<file path="src/rtl/uart_frame_pkg.sv">
// ----------------------------------------------------------------------------
// uart_frame_pkg
// Shared definitions for the framed UART link:
//   - SYNC_DEFAULT : default frame header byte
//   - tx_state_t   : transmit framer states (IDLE, LOAD, WAIT)
//   - rx_state_t   : receive deframer states (HUNT, SEQ, DATA, CHK)
//   - idx_width()  : width of a byte index spanning a whole frame
// ----------------------------------------------------------------------------
package uart_frame_pkg;

    localparam logic [7:0] SYNC_DEFAULT = 8'hA5;

    typedef enum logic [1:0] {
        TX_IDLE = 2'd0,
        TX_LOAD = 2'd1,
        TX_WAIT = 2'd2
    } tx_state_t;

    typedef enum logic [1:0] {
        RX_HUNT = 2'd0,
        RX_SEQ  = 2'd1,
        RX_DATA = 2'd2,
        RX_CHK  = 2'd3
    } rx_state_t;

    // A frame is SYNC + SEQ + N_BYTES payload + CHK.
    function automatic int idx_width(input int n_bytes);
        return $clog2(n_bytes + 3);
    endfunction

endpackage

</file>
<file path="src/rtl/uart_frame_rx.sv">
// ----------------------------------------------------------------------------
// uart_frame_rx
// Receive deframer. Hunts for the SYNC byte, collects SEQ and the payload
// into a shadow register, and publishes them only when the XOR checksum
// matches. Bad checksums and inter-byte timeouts bump a saturating error
// counter. Also tracks link health from the stream of good frames.
//
// Ports:
//   clk, reset     : system clock, asynchronous active-high reset
//   rx_byte        : byte from the byte-level UART receiver
//   rx_done_tick   : rx_byte valid this cycle
//   rx_payload     : last good payload (byte k at [8k+7:8k])
//   rx_valid       : one-cycle pulse per good frame
//   rx_seq         : sequence number of the last good frame
//   rx_err_cnt     : saturating count of bad checksums and timeouts
//   link_up        : a good frame arrived within LINK_TIMEOUT cycles
// ----------------------------------------------------------------------------
module uart_frame_rx
    import uart_frame_pkg::*;
#(
    parameter int         N_BYTES       = 8,
    parameter logic [7:0] SYNC          = SYNC_DEFAULT,
    parameter int         TIMEOUT_TICKS = 4096,
    parameter int         LINK_TIMEOUT  = 2**22
) (
    input  logic                   clk,
    input  logic                   reset,
    input  logic [7:0]             rx_byte,
    input  logic                   rx_done_tick,
    output logic [8*N_BYTES-1:0]   rx_payload,
    output logic                   rx_valid,
    output logic [7:0]             rx_seq,
    output logic [7:0]             rx_err_cnt,
    output logic                   link_up
);

    localparam int IDX_W  = idx_width(N_BYTES);
    localparam int TO_W   = $clog2(TIMEOUT_TICKS + 1);
    localparam int LINK_W = $clog2(LINK_TIMEOUT + 1);

    localparam logic [IDX_W-1:0]  LAST_DATA = IDX_W'(N_BYTES - 1);
    localparam logic [TO_W-1:0]   TO_LAST   = TO_W'(TIMEOUT_TICKS - 1);
    localparam logic [LINK_W-1:0] LINK_LAST = LINK_W'(LINK_TIMEOUT - 1);

    rx_state_t              state;
    logic [IDX_W-1:0]       idx;
    logic [8*N_BYTES-1:0]   shadow;
    logic [7:0]             seq_shadow;
    logic [7:0]             chk_acc;
    logic [TO_W-1:0]        to_cnt;
    logic [LINK_W-1:0]      link_cnt;
    logic                   timeout;
    logic                   frame_good;

    function automatic logic [7:0] sat_inc(input logic [7:0] cnt);
        return (cnt == 8'hFF) ? cnt : cnt + 8'd1;
    endfunction

    // A byte arriving on the last allowed cycle wins over the timeout.
    assign timeout    = (state != RX_HUNT) && !rx_done_tick && (to_cnt == TO_LAST);
    assign frame_good = (state == RX_CHK) && rx_done_tick && (rx_byte == chk_acc);

    always_ff @(posedge clk or posedge reset) begin
        if (reset) begin
            state      <= RX_HUNT;
            idx        <= '0;
            shadow     <= '0;
            seq_shadow <= '0;
            chk_acc    <= '0;
            to_cnt     <= '0;
            rx_payload <= '0;
            rx_seq     <= '0;
            rx_valid   <= 1'b0;
            rx_err_cnt <= '0;
        end else begin
            rx_valid <= 1'b0;

            if (state == RX_HUNT || rx_done_tick) begin
                to_cnt <= '0;
            end else begin
                to_cnt <= to_cnt + TO_W'(1);
            end

            if (timeout) begin
                state      <= RX_HUNT;
                rx_err_cnt <= sat_inc(rx_err_cnt);
            end else if (rx_done_tick) begin
                case (state)
                    RX_HUNT: begin
                        if (rx_byte == SYNC) begin
                            state <= RX_SEQ;
                        end
                    end
                    RX_SEQ: begin
                        seq_shadow <= rx_byte;
                        chk_acc    <= rx_byte;
                        idx        <= '0;
                        state      <= RX_DATA;
                    end
                    RX_DATA: begin
                        // SYNC values are ordinary payload here.
                        for (int k = 0; k < N_BYTES; k++) begin
                            if (idx == IDX_W'(k)) begin
                                shadow[8*k +: 8] <= rx_byte;
                            end
                        end
                        chk_acc <= chk_acc ^ rx_byte;
                        idx     <= idx + IDX_W'(1);
                        if (idx == LAST_DATA) begin
                            state <= RX_CHK;
                        end
                    end
                    RX_CHK: begin
                        if (rx_byte == chk_acc) begin
                            rx_payload <= shadow;
                            rx_seq     <= seq_shadow;
                            rx_valid   <= 1'b1;
                        end else begin
                            rx_err_cnt <= sat_inc(rx_err_cnt);
                        end
                        state <= RX_HUNT;
                    end
                    default: state <= RX_HUNT;
                endcase
            end
        end
    end

    // link_up rises together with rx_valid and falls after LINK_TIMEOUT
    // cycles without another good frame.
    always_ff @(posedge clk or posedge reset) begin
        if (reset) begin
            link_up  <= 1'b0;
            link_cnt <= '0;
        end else if (frame_good) begin
            link_up  <= 1'b1;
            link_cnt <= '0;
        end else if (link_up) begin
            if (link_cnt == LINK_LAST) begin
                link_up  <= 1'b0;
                link_cnt <= '0;
            end else begin
                link_cnt <= link_cnt + LINK_W'(1);
            end
        end
    end

endmodule

</file>
<file path="src/rtl/uart_frame_link.sv">
// ----------------------------------------------------------------------------
// uart_frame_link
// Framed link on top of a byte-level UART. The transmit framer (inline)
// sends SYNC, SEQ, payload bytes 0..N_BYTES-1 and an XOR checksum, one
// byte per tx_start/tx_done_tick handshake. The receive deframer lives in
// uart_frame_rx. Both directions run independently.
//
// Ports:
//   clk, reset     : system clock, asynchronous active-high reset
//   tx_payload     : payload to send (byte k at [8k+7:8k])
//   tx_req         : request one frame (ignored while tx_busy)
//   tx_busy        : transmit frame in progress
//   tx_byte        : byte to the byte transmitter
//   tx_start       : one-cycle start pulse to the byte transmitter
//   tx_done_tick   : byte transmitter finished the current byte
//   rx_byte        : byte from the byte receiver
//   rx_done_tick   : rx_byte valid this cycle
//   rx_payload     : last good received payload
//   rx_valid       : one-cycle pulse per good frame
//   rx_seq         : sequence number of the last good frame
//   rx_err_cnt     : saturating receive error counter
//   link_up        : a good frame arrived within LINK_TIMEOUT cycles
// ----------------------------------------------------------------------------
module uart_frame_link
    import uart_frame_pkg::*;
#(
    parameter int         N_BYTES       = 8,
    parameter logic [7:0] SYNC          = SYNC_DEFAULT,
    parameter int         TIMEOUT_TICKS = 4096,
    parameter int         LINK_TIMEOUT  = 2**22
) (
    input  logic                   clk,
    input  logic                   reset,
    input  logic [8*N_BYTES-1:0]   tx_payload,
    input  logic                   tx_req,
    output logic                   tx_busy,
    output logic [7:0]             tx_byte,
    output logic                   tx_start,
    input  logic                   tx_done_tick,
    input  logic [7:0]             rx_byte,
    input  logic                   rx_done_tick,
    output logic [8*N_BYTES-1:0]   rx_payload,
    output logic                   rx_valid,
    output logic [7:0]             rx_seq,
    output logic [7:0]             rx_err_cnt,
    output logic                   link_up
);

    localparam int               IDX_W    = idx_width(N_BYTES);
    localparam logic [IDX_W-1:0] LAST_IDX = IDX_W'(N_BYTES + 2);

    tx_state_t             tx_state;
    logic [IDX_W-1:0]      tx_idx;
    logic [IDX_W-1:0]      next_idx;
    logic [8*N_BYTES-1:0]  tx_buf;
    logic [7:0]            tx_seq;
    logic [7:0]            tx_chk;
    logic [7:0]            next_byte;

    function automatic logic [7:0] xor_bytes(input logic [8*N_BYTES-1:0] p);
        logic [7:0] acc;
        acc = '0;
        for (int k = 0; k < N_BYTES; k++) begin
            acc = acc ^ p[8*k +: 8];
        end
        return acc;
    endfunction

    assign next_idx = tx_idx + IDX_W'(1);

    // Byte that follows the one currently on the wire. Index 0 (SYNC) is
    // only ever loaded straight from IDLE, so it never appears here.
    always_comb begin
        next_byte = tx_chk;
        if (next_idx == IDX_W'(1)) begin
            next_byte = tx_seq;
        end
        for (int k = 0; k < N_BYTES; k++) begin
            if (next_idx == IDX_W'(k + 2)) begin
                next_byte = tx_buf[8*k +: 8];
            end
        end
    end

    // Payload and checksum are captured at request time so the caller may
    // change tx_payload freely during the frame.
    always_ff @(posedge clk or posedge reset) begin
        if (reset) begin
            tx_state <= TX_IDLE;
            tx_idx   <= '0;
            tx_buf   <= '0;
            tx_seq   <= '0;
            tx_chk   <= '0;
            tx_byte  <= '0;
            tx_start <= 1'b0;
            tx_busy  <= 1'b0;
        end else begin
            tx_start <= 1'b0;
            case (tx_state)
                TX_IDLE: begin
                    if (tx_req) begin
                        tx_buf   <= tx_payload;
                        tx_chk   <= tx_seq ^ xor_bytes(tx_payload);
                        tx_idx   <= '0;
                        tx_byte  <= SYNC;
                        tx_start <= 1'b1;
                        tx_busy  <= 1'b1;
                        tx_state <= TX_LOAD;
                    end
                end
                TX_LOAD: begin
                    tx_state <= TX_WAIT;
                end
                TX_WAIT: begin
                    if (tx_done_tick) begin
                        if (tx_idx == LAST_IDX) begin
                            tx_seq   <= tx_seq + 8'd1;
                            tx_busy  <= 1'b0;
                            tx_state <= TX_IDLE;
                        end else begin
                            tx_idx   <= next_idx;
                            tx_byte  <= next_byte;
                            tx_start <= 1'b1;
                            tx_state <= TX_LOAD;
                        end
                    end
                end
                default: tx_state <= TX_IDLE;
            endcase
        end
    end

    uart_frame_rx #(
        .N_BYTES       (N_BYTES),
        .SYNC          (SYNC),
        .TIMEOUT_TICKS (TIMEOUT_TICKS),
        .LINK_TIMEOUT  (LINK_TIMEOUT)
    ) u_rx (
        .clk          (clk),
        .reset        (reset),
        .rx_byte      (rx_byte),
        .rx_done_tick (rx_done_tick),
        .rx_payload   (rx_payload),
        .rx_valid     (rx_valid),
        .rx_seq       (rx_seq),
        .rx_err_cnt   (rx_err_cnt),
        .link_up      (link_up)
    );

endmodule

</file>
<file path="config.mk">
export PLATFORM = sky130hd
export DESIGN_NAME = uart_frame_link
export DESIGN_NICKNAME = d
export VERILOG_FILES = /design/src/rtl/uart_frame_pkg.sv /design/src/rtl/uart_frame_rx.sv /design/src/rtl/uart_frame_link.sv
export SDC_FILE = /design/constraint.sdc
export NUM_CORES = 1
export LEC_CHECK = 0
export BUFFER_PORTS_ARGS = -buffer_cell sky130_fd_sc_hd__clkbuf_2
export CORE_AREA = 4 4 181 183
export CTS_BUF_LIST = sky130_fd_sc_hd__clkbuf_4 sky130_fd_sc_hd__clkbuf_8
export DETAILED_ROUTE_END_ITERATION = 8
export DIE_AREA = 0 0 185 187
export GPL_ROUTABILITY_DRIVEN = 1
export GPL_TIMING_DRIVEN = 0
export PLACE_DENSITY = 0.64
export SYNTH_ARGS = -nofsm -noshare
export SYNTH_HDL_FRONTEND = slang
export SYNTH_SLANG_ARGS = --single-unit
</file>
<file path="constraint.sdc">
create_clock -name clk -period 26.2 [get_ports clk]
set_input_delay 5.24 -clock clk [delete_from_list [all_inputs] [get_ports clk]]
set_output_delay 5.24 -clock clk [all_outputs]
set_load 0.03 [all_outputs]
</file>
==> results.md, run 1 <==
* Status: completed
* TritonRoute pass-1 iters at 5
* Tcrit/Tclk final at 26.62%
* Total wire length at 35370 µm
* DR vias at 10270
* PortBufs at 167
* Post-synth EDFFs at 0
* Worst rel slew slack at 45.32%
* Core Rows at 65
* Global route total overflow at 0
* Synth area leader: dfrtp_1
* Drt drc at 0
* Clk pwr share at 30.5%
* Kind of end point of the critical path: register
* Netlist cell types at 73
* Routed WL per cell at 18.32 µm
* CTS Root Cell: clkbuf_8
* Antenna violations before repair at 5
* Total GRT Usage at 20.42%
* Final ANT Viol Nets at 0
* Pre-CTS setup slack at 18.62 ns
* Combinational power share at 26.6%
* Sw frac at 34.27%
* Ys async rst share at 100.0%
* Top-area cell type share of the netlist area at 54.12%
* Max cap viols at 0
* Post-Syn Area at 13870 µm²
* Synthesis Warnings at 0
* 1st-iter DRT viols at 528
* Routability Congestion at 0.9274
* Critical path required time at 26.65 ns
* Die width at 185 µm
* RSZ-0062 raised after global routing: no
* Reg clk slew, reported paths at 0.06 ns
* Die H at 187 µm
* Synth top area cells: dfrtp_1 54%, mux2_2 12%, nand2_1 6.4%
* Post-synthesis sequential area ratio at 54.12%
* Pwr Density at 94.56 nW/µm²
* Crit Path Max Fanout at 10
* Post-CTS setup buffers at 0
* Cts hold-fix bufs at 0
* Largest net degree at the start of global routing at 126
* Final min period at 6.973 ns
* CP arrival at 7.43 ns
* Crit-path slowest cell: nor3_1
* Layout cells sized above 1 at 30.58%
* P&R area growth vs syn at 18.73%
* Top delay family on crit path: simple AND/OR/NAND/NOR gates
* Slew Viols, Final at 0
* Leakage at 8.085 nW
* Core ar. at 31230 µm²
* Main synth FF type: dfrtp_1
* Seq pwr share at 42.9%
* Fmax at 143.4 MHz
* Worst skew pair latency at 0.61 ns
* Final setup vio count at 0
* Worst setup path category: primary input to register
* TritonCTS buffer count at 52
* Peak supply drop at 50.17 µV
* Worst setup margin at 19.23 ns
* Cell Chain, Critical Path: clkbuf_2 -> xnor2_1 -> nand4_1 -> nor3_1 -> buf_2 -> buf_2 -> mux2_2
* Initial Util at 44.42%
* Post-DP HPWL at 24900 µm
* First-pass GRT wire length at 56750 µm
* Final Hold Violating Endpoints at 0
* Tot Pwr at 1.557 mW
* Critical Path Source Type: primary input
* Syn Inst Count at 1263
* Most frequent CP cell: buf_2
* Synth Area per Inst at 10.98 µm²
* CTS HTree Levels at 2
* PostCTS Resize Cnt at 0
* CTS tree: done
* Psw at 533.7 µW
* Clk sink count at 300
* Synthesis-stage register bit count at 300
* Hold Path Class: register to register
* Clock Tree Buf Depth at 3
* Crit-path max cell delay at 0.69 ns
* Fin Setup TNS at 0 ns
* Least-Margin Pin Slew at 0.7995 ns
* Post-layout nets at 1579
* Buf/Inv on CP at 3
* # IOs at 169
* Filler cells at 2893
* Vias in the first global route at 10460
* Clock Skews at 0.04331 ns
* Pint at 1.023 mW
* Die area at 34600 µm²
* Syn nets at 1356
* Avg Vias per Cell at 5.321
logic make-up (layout without fill, tap and decap cells):
family / after synthesis / count (layout) / synth area share [%]
buf+inv: 76 / 340 / 2.381
mux: 154 / 154 / 12.45
xor+xnor: 94 / 94 / 5.935
compound gates: 163 / 163 / 7.613
flops: 300 / 300 / 54.12
fa+ha+maj: 16 / 16 / 1.443
other cells: 0 / 1 / 0
simple gates: 460 / 460 / 16.06
routing by layer:
layer | up-vias | share of wire, % | GRT usage, % | wire, µm
li1 | 4835 | - | - | -
met1 | 5088 | 44 | 28.17 | 15390
met2 | 262 | 48 | 32.27 | 16800
met3 | 76 | 6.1 | 4.726 | 2160
met4 | 8 | 2.7 | 6.239 | 966
met5 | - | 0.14 | 0 | 48
worst register-to-register path, cell delays in order (launching register included):
cell,delay [ns]
dfrtp_1,0.51
inv_1,0.11
ha_1,0.37
or2_2,0.35
buf_1,0.23
a31o_2,0.37
a2111oi_0,0.74
o31ai_1,0.11
registers in the layout (all words and copies together), names as in the netlist, 13 cells and up:
signal,flops
tx_buf,64
u_rx.rx_payload,64
u_rx.to_cnt,13
u_rx.link_cnt,23
u_rx.shadow,64
cells in the mapped netlist (5+ instances only):
master and number:
buf_2 17, a31oi_1 9, nand2_2 6, a311oi_1 7, a22o_1 7, o21ai_0 41
nand3_1 19, nor2b_1 13, nor2_1 55, inv_1 19, a21oi_1 36, a22oi_1 5
dfrtp_1 300, and3_1 16, or3b_2 5, nand2b_1 14, nor3b_1 8, clkbuf_1 30
o31ai_1 5, nand2_1 236, or3_1 6, and2_1 5, o22ai_1 9, xnor2_1 76
o22a_1 5, o21ai_1 10, nand4_1 12, mux2i_1 6, and4_1 6, xor2_1 18
ha_1 16, mux2_2 147, a211oi_1 5, nor3_1 25
stage by stage:
| step | hold slack, ns | cell area, µm² | instances | utilization, % |
|---|---|---|---|---|
| 6_report | 0.4715 | 16470 | 1930 | 52.73 |
| 4_1_cts | 0.4702 | 16470 | 1929 | 52.72 |
| 3_5_place_dp | 0.4548 | 15270 | 1834 | 48.90 |
| 3_3_place_gp | 0.4526 | 15210 | 1832 | 48.70 |
| 2_1_floorplan | 0.4369 | 13870 | 1263 | - |
| 5_1_grt | 0.4901 | 16470 | 1930 | 52.73 |
power by group through the flow:
stage	clock network, mW	registers [mW]	logic [mW]
2_1_floorplan	0	0.675	0.278
3_3_place_gp	0	0.669	0.403
3_5_place_dp	0	0.672	0.415
4_1_cts	0.486	0.666	0.416
5_1_grt	0.511	0.681	0.462
6_report	0.476	0.668	0.414
cell type report:
cell class / count / area, µm² / share of cell area (%)
Antenna cell: 1 / 2.502 / 0.01520
Buffer: 56 / 255.2 / 1.550
Clock buffer: 85 / 1082 / 6.572
Clock inverter: 10 / 111.4 / 0.6762
Inverter: 20 / 82.58 / 0.5014
Multi-Input combinational cell: 887 / 6033 / 36.64
Sequential cell: 300 / 7507 / 45.59
Tap cell: 402 / 503.0 / 3.054
Timing Repair Buffer: 169 / 890.9 / 5.410
worst paths after layout:
check                            from                  end  slack, ns  cells after the start
setup / recovery           rx_byte[3]  u_rx.rx_payload[57]      19.23                      7
hold / removal             tx_buf[25]           tx_buf[25]       0.47                      2
setup reg to reg            tx_idx[0]           tx_byte[4]      23.27                      7
hold reg to reg            tx_buf[25]           tx_buf[25]       0.47                      2
max in group asynchronous       reset           tx_buf[14]      20.34                      3
min in group asynchronous       reset    u_rx.link_cnt[20]       4.79                      2
layout by cell type, fill, tap and decap left out, types with 7 or more instances in the layout:
| cell type | count |
|---|---|
| a21oi_1 | 36 |
| a22o_1 | 7 |
| a311oi_1 | 7 |
| a31oi_1 | 9 |
| and3_1 | 16 |
| buf_2 | 17 |
| clkbuf_1 | 30 |
| clkbuf_2 | 168 |
| clkbuf_4 | 14 |
| clkbuf_8 | 71 |
| dfrtp_1 | 300 |
| ha_1 | 16 |
| inv_1 | 18 |
| mux2_2 | 147 |
| nand2_1 | 236 |
| nand2b_1 | 14 |
| nand3_1 | 19 |
| nand4_1 | 12 |
| nor2_1 | 55 |
| nor2b_1 | 13 |
| nor3_1 | 25 |
| nor3b_1 | 8 |
| o21ai_0 | 41 |
| o21ai_1 | 10 |
| o22ai_1 | 9 |
| xnor2_1 | 76 |
| xor2_1 | 18 |
Power figures use the tool's default switching activity.
==> inputs of run 2 (changes only) <==
- clock period: 26.2 -> 6.5 ns (I/O delays scaled with it)
==> results.md, run 2 (same netlist as run 1, synthesis figures left out) <==
* Core ar. at 31230 µm² (unchanged)
* Reg-to-reg setup timing slack at 3.57 ns (-19.70 ns)
* Clock Tree Buf Depth at 3 (unchanged)
* Clk sink count at 300 (unchanged)
* Clock Skews at 0.03965 ns (-0.003659 ns)
* Least-Margin Pin Slew at 0.8036 ns (+0.004143 ns)
* Placed inst area at 15370 µm² (+0.66%)
* Psw at 2.122 mW (+300%)
* 1st-iter DRT viols at 675 (+28%)
* Fmax at 333.7 MHz
* Slew Viols, Final at 0 (unchanged)
* Final min period at 2.997 ns
* Sw frac at 34.14% (-0.14 points)
* Filler cells at 2828 (-2.2%)
* DR vias at 10220 (-0.52%)
* Global route total overflow at 0 (unchanged)
* Drt drc at 0 (unchanged)
* Combinational power share at 26.9% (+0.3 points)
* First-pass GRT wire length at 56030 µm (-1.3%)
* Fin area at 16520 µm² (+0.30%)
* CTS Root Cell: clkbuf_8
* Die width at 185 µm (unchanged)
* Setup crit end: u_rx.rx_payload[36]
* Pint at 4.094 mW (+300%)
* TritonRoute pass-1 iters at 4 (-1)
* Total wire length at 35040 µm (-0.93%)
* Post-CTS setup buffers at 0 (unchanged)
* CP arrival at 3.45 ns (-3.98 ns)
* Kind of end point of the critical path: register
* Commonest cells after routing, fill and taps aside: 300 x dfrtp_1, 236 x nand2_1, 168 x clkbuf_2
* Worst hold margin at 0.4655 ns (-0.005957 ns)
* Status: completed
* Placed cells at 1840 (+0.33%)
* Crit path launch: rx_byte[4]
* Post-layout nets at 1584 (+0.32%)
* R2R depth at 7 (unchanged)
* Largest net degree at the start of global routing at 45 (-64%)
* Final Hold Violating Endpoints at 0 (unchanged)
* PostCTS Resize Cnt at 0 (unchanged)
* Worst setup path category: primary input to register
* Peak supply drop at 219.1 µV (+340%)
* RR Endpoint: tx_byte[4]
* Cts hold-fix bufs at 0 (unchanged)
* Final setup vio count at 0 (unchanged)
* Final std cells w/o fill at 1933 (+0.16%)
* Avg Vias per Cell at 5.285 (-0.67%)
* Die area at 34600 µm² (unchanged)
* TritonCTS buffer count at 51 (-1.9%)
* Vias in the first global route at 10290 (-1.7%)
* Hold Path Class: register to register
* Fin util at 52.89% (+0.16 points)
* Max cap viols at 0 (unchanged)
* Critical path required time at 6.95 ns (-19.70 ns)
* Routed WL per cell at 18.12 µm (-1.1%)
* Final ANT Viol Nets at 0 (unchanged)
* Commonest non-fill, non-tap cell in the layout: dfrtp_1
* CTS tree: done
* Leakage at 8.105 nW (+0.25%)
* Largest registers: tx_buf x64, u_rx.rx_payload x64, u_rx.shadow x64
* RSZ-0062 raised after global routing: no
* Pwr Density at 376.3 nW/µm² (+300%)
* Initial Util at 44.42% (unchanged)
* Seq pwr share at 43.2% (+0.3 points)
* Post-DP HPWL at 25290 µm (+1.6%)
* Critical Path Source Type: primary input
* P&R area growth vs syn at 19.09%
* Fin Setup TNS at 0 ns (unchanged)
* Worst skew pair latency at 0.60 ns (about the same)
* Crit Path Max Fanout at 10 (unchanged)
* Antenna violations before repair at 3 (-2)
* Clk pwr share at 29.9% (-0.6 points)
* Total GRT Usage at 20.26% (-0.16 points)
* # IOs at 169 (unchanged)
* Worst rel slew slack at 46.01% (+0.69 points)
* PortBufs at 167 (unchanged)
* Core Rows at 65 (unchanged)
* Layout cells sized above 1 at 30.67% (+0.091 points)
* Routability Congestion at 0.8943 (-3.6%)
* Die H at 187 µm (unchanged)
* Tcrit/Tclk final at 46.11%
* CTS HTree Levels at 2 (unchanged)
* FF-to-FF Start: tx_idx[0]
* Reg clk slew, reported paths at 0.06 ns (about the same)
[run 2: cell count changes in the layout (fill, tap and decap cells not counted)]
cell / change
clkbuf_8: -7
buf_16: -2
bufinv_16: +1
clkbuf_4: +2
inv_8: -1
clkinv_8: +1
diode_2: +1
clkinv_2: +1
inv_12: -1
buf_12: +8
[run 2: critical path, stage by stage]
cell      delay [ns]
clkbuf_2        0.11
xnor2_1         0.16
nand4_1         0.14
nor3_1          0.68
buf_2           0.38
buf_2           0.30
mux2_2          0.36
[run 2: metal layers]
metal,track usage (%),routed length [µm],share of wire (%),vias up
met5,0,22,0.063,-
met4,6.409,922,2.6,4
met3,5.193,2270,6.5,72
met2,31.90,16540,47,248
met1,27.64,15280,44,5067
li1,-,-,-,4825
[run 2: worst min-delay path by stage]
stage / startpoint / endpoint / depth (start not counted)
after floorplan: tx_buf[1] / tx_buf[1] / 2
after global placement: tx_buf[28] / tx_buf[28] / 2
after detailed placement: tx_buf[28] / tx_buf[28] / 2
after CTS: tx_buf[28] / tx_buf[28] / 2
after global routing: u_rx.shadow[37] / u_rx.rx_payload[37] / 1
final: tx_buf[28] / tx_buf[28] / 2
[run 2: per-stage QoR]
step / setup slack [ns] / total power, mW
5_1_grt: 3.361 / 6.603
2_1_floorplan: 1.213 / 3.841
3_5_place_dp: 2.884 / 4.375
3_3_place_gp: -0.7059 / 4.315
4_1_cts: 3.525 / 6.261
6_report: 3.503 / 6.215
[run 2: area by class of cell]
type | instances | area (µm²) | share of cell area [%]
Sequential cell | 300 | 7507 | 45.45
Multi-Input combinational cell | 887 | 6033 | 36.52
Clock buffer | 80 | 1001 | 6.060
Timing Repair Buffer | 175 | 996.0 | 6.029
Tap cell | 402 | 503.0 | 3.045
Buffer | 56 | 255.2 | 1.545
Clock inverter | 11 | 138.9 | 0.8408
Inverter | 20 | 78.83 | 0.4772
Antenna cell | 2 | 5.005 | 0.03030
[run 2: power by group through the flow]
| stage | sequential [mW] | combinational [mW] | clock (mW) |
|---|---|---|---|
| after CTS | 2.68 | 1.67 | 1.91 |
| after global routing | 2.74 | 1.86 | 2.00 |
| after detailed placement | 2.71 | 1.67 | 0 |
| after global placement | 2.69 | 1.62 | 0 |
| after floorplan | 2.72 | 1.12 | 0 |
| final | 2.69 | 1.67 | 1.86 |
==> inputs of run 3 (changes only) <==
- ABC_AREA: default -> 1
- CORE_AREA: 4 4 181 183 -> 4 4 180 182
- DIE_AREA: 0 0 185 187 -> 0 0 184 186
- clock period: 6.5 -> 2.9 ns (I/O delays scaled with it)
==> results.md, run 3 <==
* Status: completed
* Avg Vias per Cell at 4.991 (-5.6%)
* Post-Syn Area at 13650 µm² (-1.6%)
* Filler cells at 2895 (+2.4%)
* Synth area leader: dfrtp_1
* DR vias at 10920 (+6.9%)
* Post-synth EDFFs at 0 (unchanged)
* Post-layout nets at 1857 (+17%)
* Synth Area per Inst at 8.893 µm² (-19%)
* TritonCTS buffer count at 52 (+2.0%)
* Commonest non-fill, non-tap cell in the layout: nand2_1
* First-pass GRT wire length at 57590 µm (+2.8%)
* R2R depth at 8 (+1)
* Routed WL per cell at 16.44 µm (-9.3%)
* Final setup vio count at 0 (unchanged)
* Peak supply drop at 617.4 µV (+180%)
* Cts hold-fix bufs at 0 (unchanged)
* Sw frac at 34.78% (+0.64 points)
* Worst setup margin at 0.2376 ns (-3.265 ns)
* PortBufs at 167 (unchanged)
* Netlist cell types at 34 (-53%)
* Crit Path Max Fanout at 8 (-2)
* Critical Path Source Type: register
* Post-synthesis sequential area ratio at 55.00% (+0.87 points)
* CTS tree: done
* Final ANT Viol Nets at 0 (unchanged)
* Synth top cells by count: 437 x nand2_1, 300 x dfrtp_1, 163 x inv_1, 163 x o21ai_0, 72 x nor2_1
* Layout cells sized above 1 at 18.31% (-12 points)
* Drt drc at 0 (unchanged)
* Post-CTS setup buffers at 0 (unchanged)
* Psw at 4.655 mW (+120%)
* Worst setup path category: register to register
* Fmax at 375.6 MHz
* FF-to-FF Start: tx_idx[0]
* Initial Util at 44.63% (+0.21 points)
* Tot Pwr at 13.38 mW (+120%)
* Tcrit/Tclk final at 91.81%
* 1st-iter DRT viols at 641 (-5.0%)
* P&R area growth vs syn at 18.16%
* Clk sink count at 300 (unchanged)
* Largest registers: tx_buf x64, u_rx.rx_payload x64, u_rx.shadow x64
* CTS HTree Levels at 2 (unchanged)
* Largest net degree at the start of global routing at 43 (-4.4%)
* Fin Setup TNS at 0 ns (unchanged)
* Pre-CTS setup slack at 0.2848 ns (-2.599 ns)
* RSZ-0062 raised after global routing: no
* Combinational power share at 28.1% (+1.2 points)
* Final min period at 2.662 ns
* PostCTS Resize Cnt at 0 (unchanged)
* Pint at 8.730 mW (+110%)
* Critical path required time at 3.36 ns (-3.59 ns)
* Synthesis Warnings at 0 (unchanged)
* TritonRoute pass-1 iters at 5 (+1)
* Total GRT Usage at 20.97% (+0.71 points)
* Hold Path Class: primary input to async pin
* Slew Viols, Final at 0 (unchanged)
* Final Hold Violating Endpoints at 0 (unchanged)
* Clock Skews at 0.03701 ns (-0.002635 ns)
* Ys async rst share at 100.0% (unchanged)
* Total wire length at 35970 µm (+2.7%)
* RR Endpoint: tx_idx[0]
* Clk pwr share at 27.6% (-2.3 points)
* Worst skew pair latency at 0.59 ns (about the same)
* Synth top area cells: dfrtp_1 55%, nand2_1 12%, o21ai_0 6.0%
* Main synth FF type: dfrtp_1
* Clock Tree Buf Depth at 3 (unchanged)
* Global route total overflow at 0 (unchanged)
* # IOs at 169 (unchanged)
* Syn nets at 1628 (+20%)
* Worst rel slew slack at 42.13% (-3.9 points)
* Kind of end point of the critical path: register
* Syn Inst Count at 1535 (+22%)
* Post-DP HPWL at 26020 µm (+2.9%)
* Seq pwr share at 44.3% (+1.1 points)
* Reg-to-reg setup timing slack at 0.24 ns (-3.33 ns)
* Core Rows at 64 (-1.5%)
* CTS Root Cell: clkbuf_8
* CP arrival at 3.12 ns (-0.33 ns)
* Max cap viols at 0 (unchanged)
* Die width at 184 µm (-0.54%)
* Routability Congestion at 0.8687 (-2.9%)
* Commonest cells after routing, fill and taps aside: 437 x nand2_1, 300 x dfrtp_1, 167 x clkbuf_2
* Die area at 34220 µm² (-1.1%)
* Die H at 186 µm (-0.53%)
* Core ar. at 30590 µm² (-2.1%)
* Vias in the first global route at 10950 (+6.4%)
* Leakage at 8.296 nW (+2.3%)
* Placed cells at 2106 (+14%)
* Pwr Density at 829.8 nW/µm² (+120%)
* Reg clk slew, reported paths at 0.06 ns (about the same)
* Antenna violations before repair at 1 (-2)
* Cell with the most instances after synthesis: nand2_1
* Final std cells w/o fill at 2188 (+13%)
* Top-area cell type share of the netlist area at 55.00% (+0.87 points)
* Least-Margin Pin Slew at 0.8623 ns (+0.05864 ns)
* Synthesis-stage register bit count at 300 (unchanged)
run 3: cell count changes in the layout (fill, tap and decap cells not counted), sizes merged, moves of 22 or more:
cell / delta
nand3: +48
xor2: +46
nor2: +22
inv: +148
xnor2: -30
o21ai: +113
mux2: -113
nand2: +197
run 3: power by group through the flow:
stage          Combinational, mW  Clock [mW]  Sequential (mW)
6_report                    3.76        3.70             5.92
2_1_floorplan               2.57           0             6.01
3_3_place_gp                3.63           0             5.95
5_1_grt                     4.27        4.01             6.05
3_5_place_dp                3.77           0             5.97
4_1_cts                     3.78        3.79             5.92
run 3: per-layer routing:
metal  routed length, µm  part of all wire (%)  track usage, %
met5                   0                     0               0
met4                 989                   2.7           7.098
met3                1739                   4.8           3.733
met2               17810                    50           35.35
met1               15430                    43           27.52
run 3: worst max-delay path by stage:
stage | from | end | slack, ns
after CTS | tx_idx[0] | tx_idx[0] | 0.28
after global placement | reset | u_rx.rx_payload[45] | -3.56
after detailed placement | tx_idx[0] | tx_byte[5] | 0.28
after global routing | tx_idx[0] | tx_idx[1] | 0.07
final | tx_idx[0] | tx_idx[0] | 0.24
after floorplan | reset | tx_buf[0] | -1.67
run 3: stage by stage:
stage / hold slack (ns) / instance area, µm² / utilization (%)
2_1_floorplan: 0.4328 / 13650 / -
3_3_place_gp: 0.4494 / 14990 / 48.99
3_5_place_dp: 0.4610 / 15160 / 49.56
4_1_cts: 0.1584 / 16130 / 52.72
5_1_grt: 0.2111 / 16130 / 52.73
6_report: 0.1684 / 16130 / 52.73
run 3: cell type report:
cell class	count	area, µm²	share of cell area (%)
multi-input combinational	1012	5291	32.81
tap	396	495.5	3.072
inverter	169	638.1	3.956
buffer	54	217.7	1.350
antenna	1	2.502	0.01551
sequential	300	7507	46.54
clock inverter	5	45.04	0.2793
timing repair buffer	175	1011	6.268
clock buffer	76	920.9	5.709
run 3: logic make-up after synthesis:
family / synth area share [%]
AOI/OAI and AO/OA: 8.323
DFF: 55.00
buffers and inverters: 6.242
muxes: 2.887
adders and majority gates: 1.467
xor gates and xnor gates: 7.113
and+or+nand+nor: 18.97
run 3: critical path: stages, from the launching register on:
cell and delay [ns]:
dfrtp_1 0.43, inv_1 0.14, ha_1 0.21, nand2_1 0.07
nor2_1 0.08, inv_1 0.08, o21ai_1 0.68, clkinv_1 0.56
o21ai_0 0.30
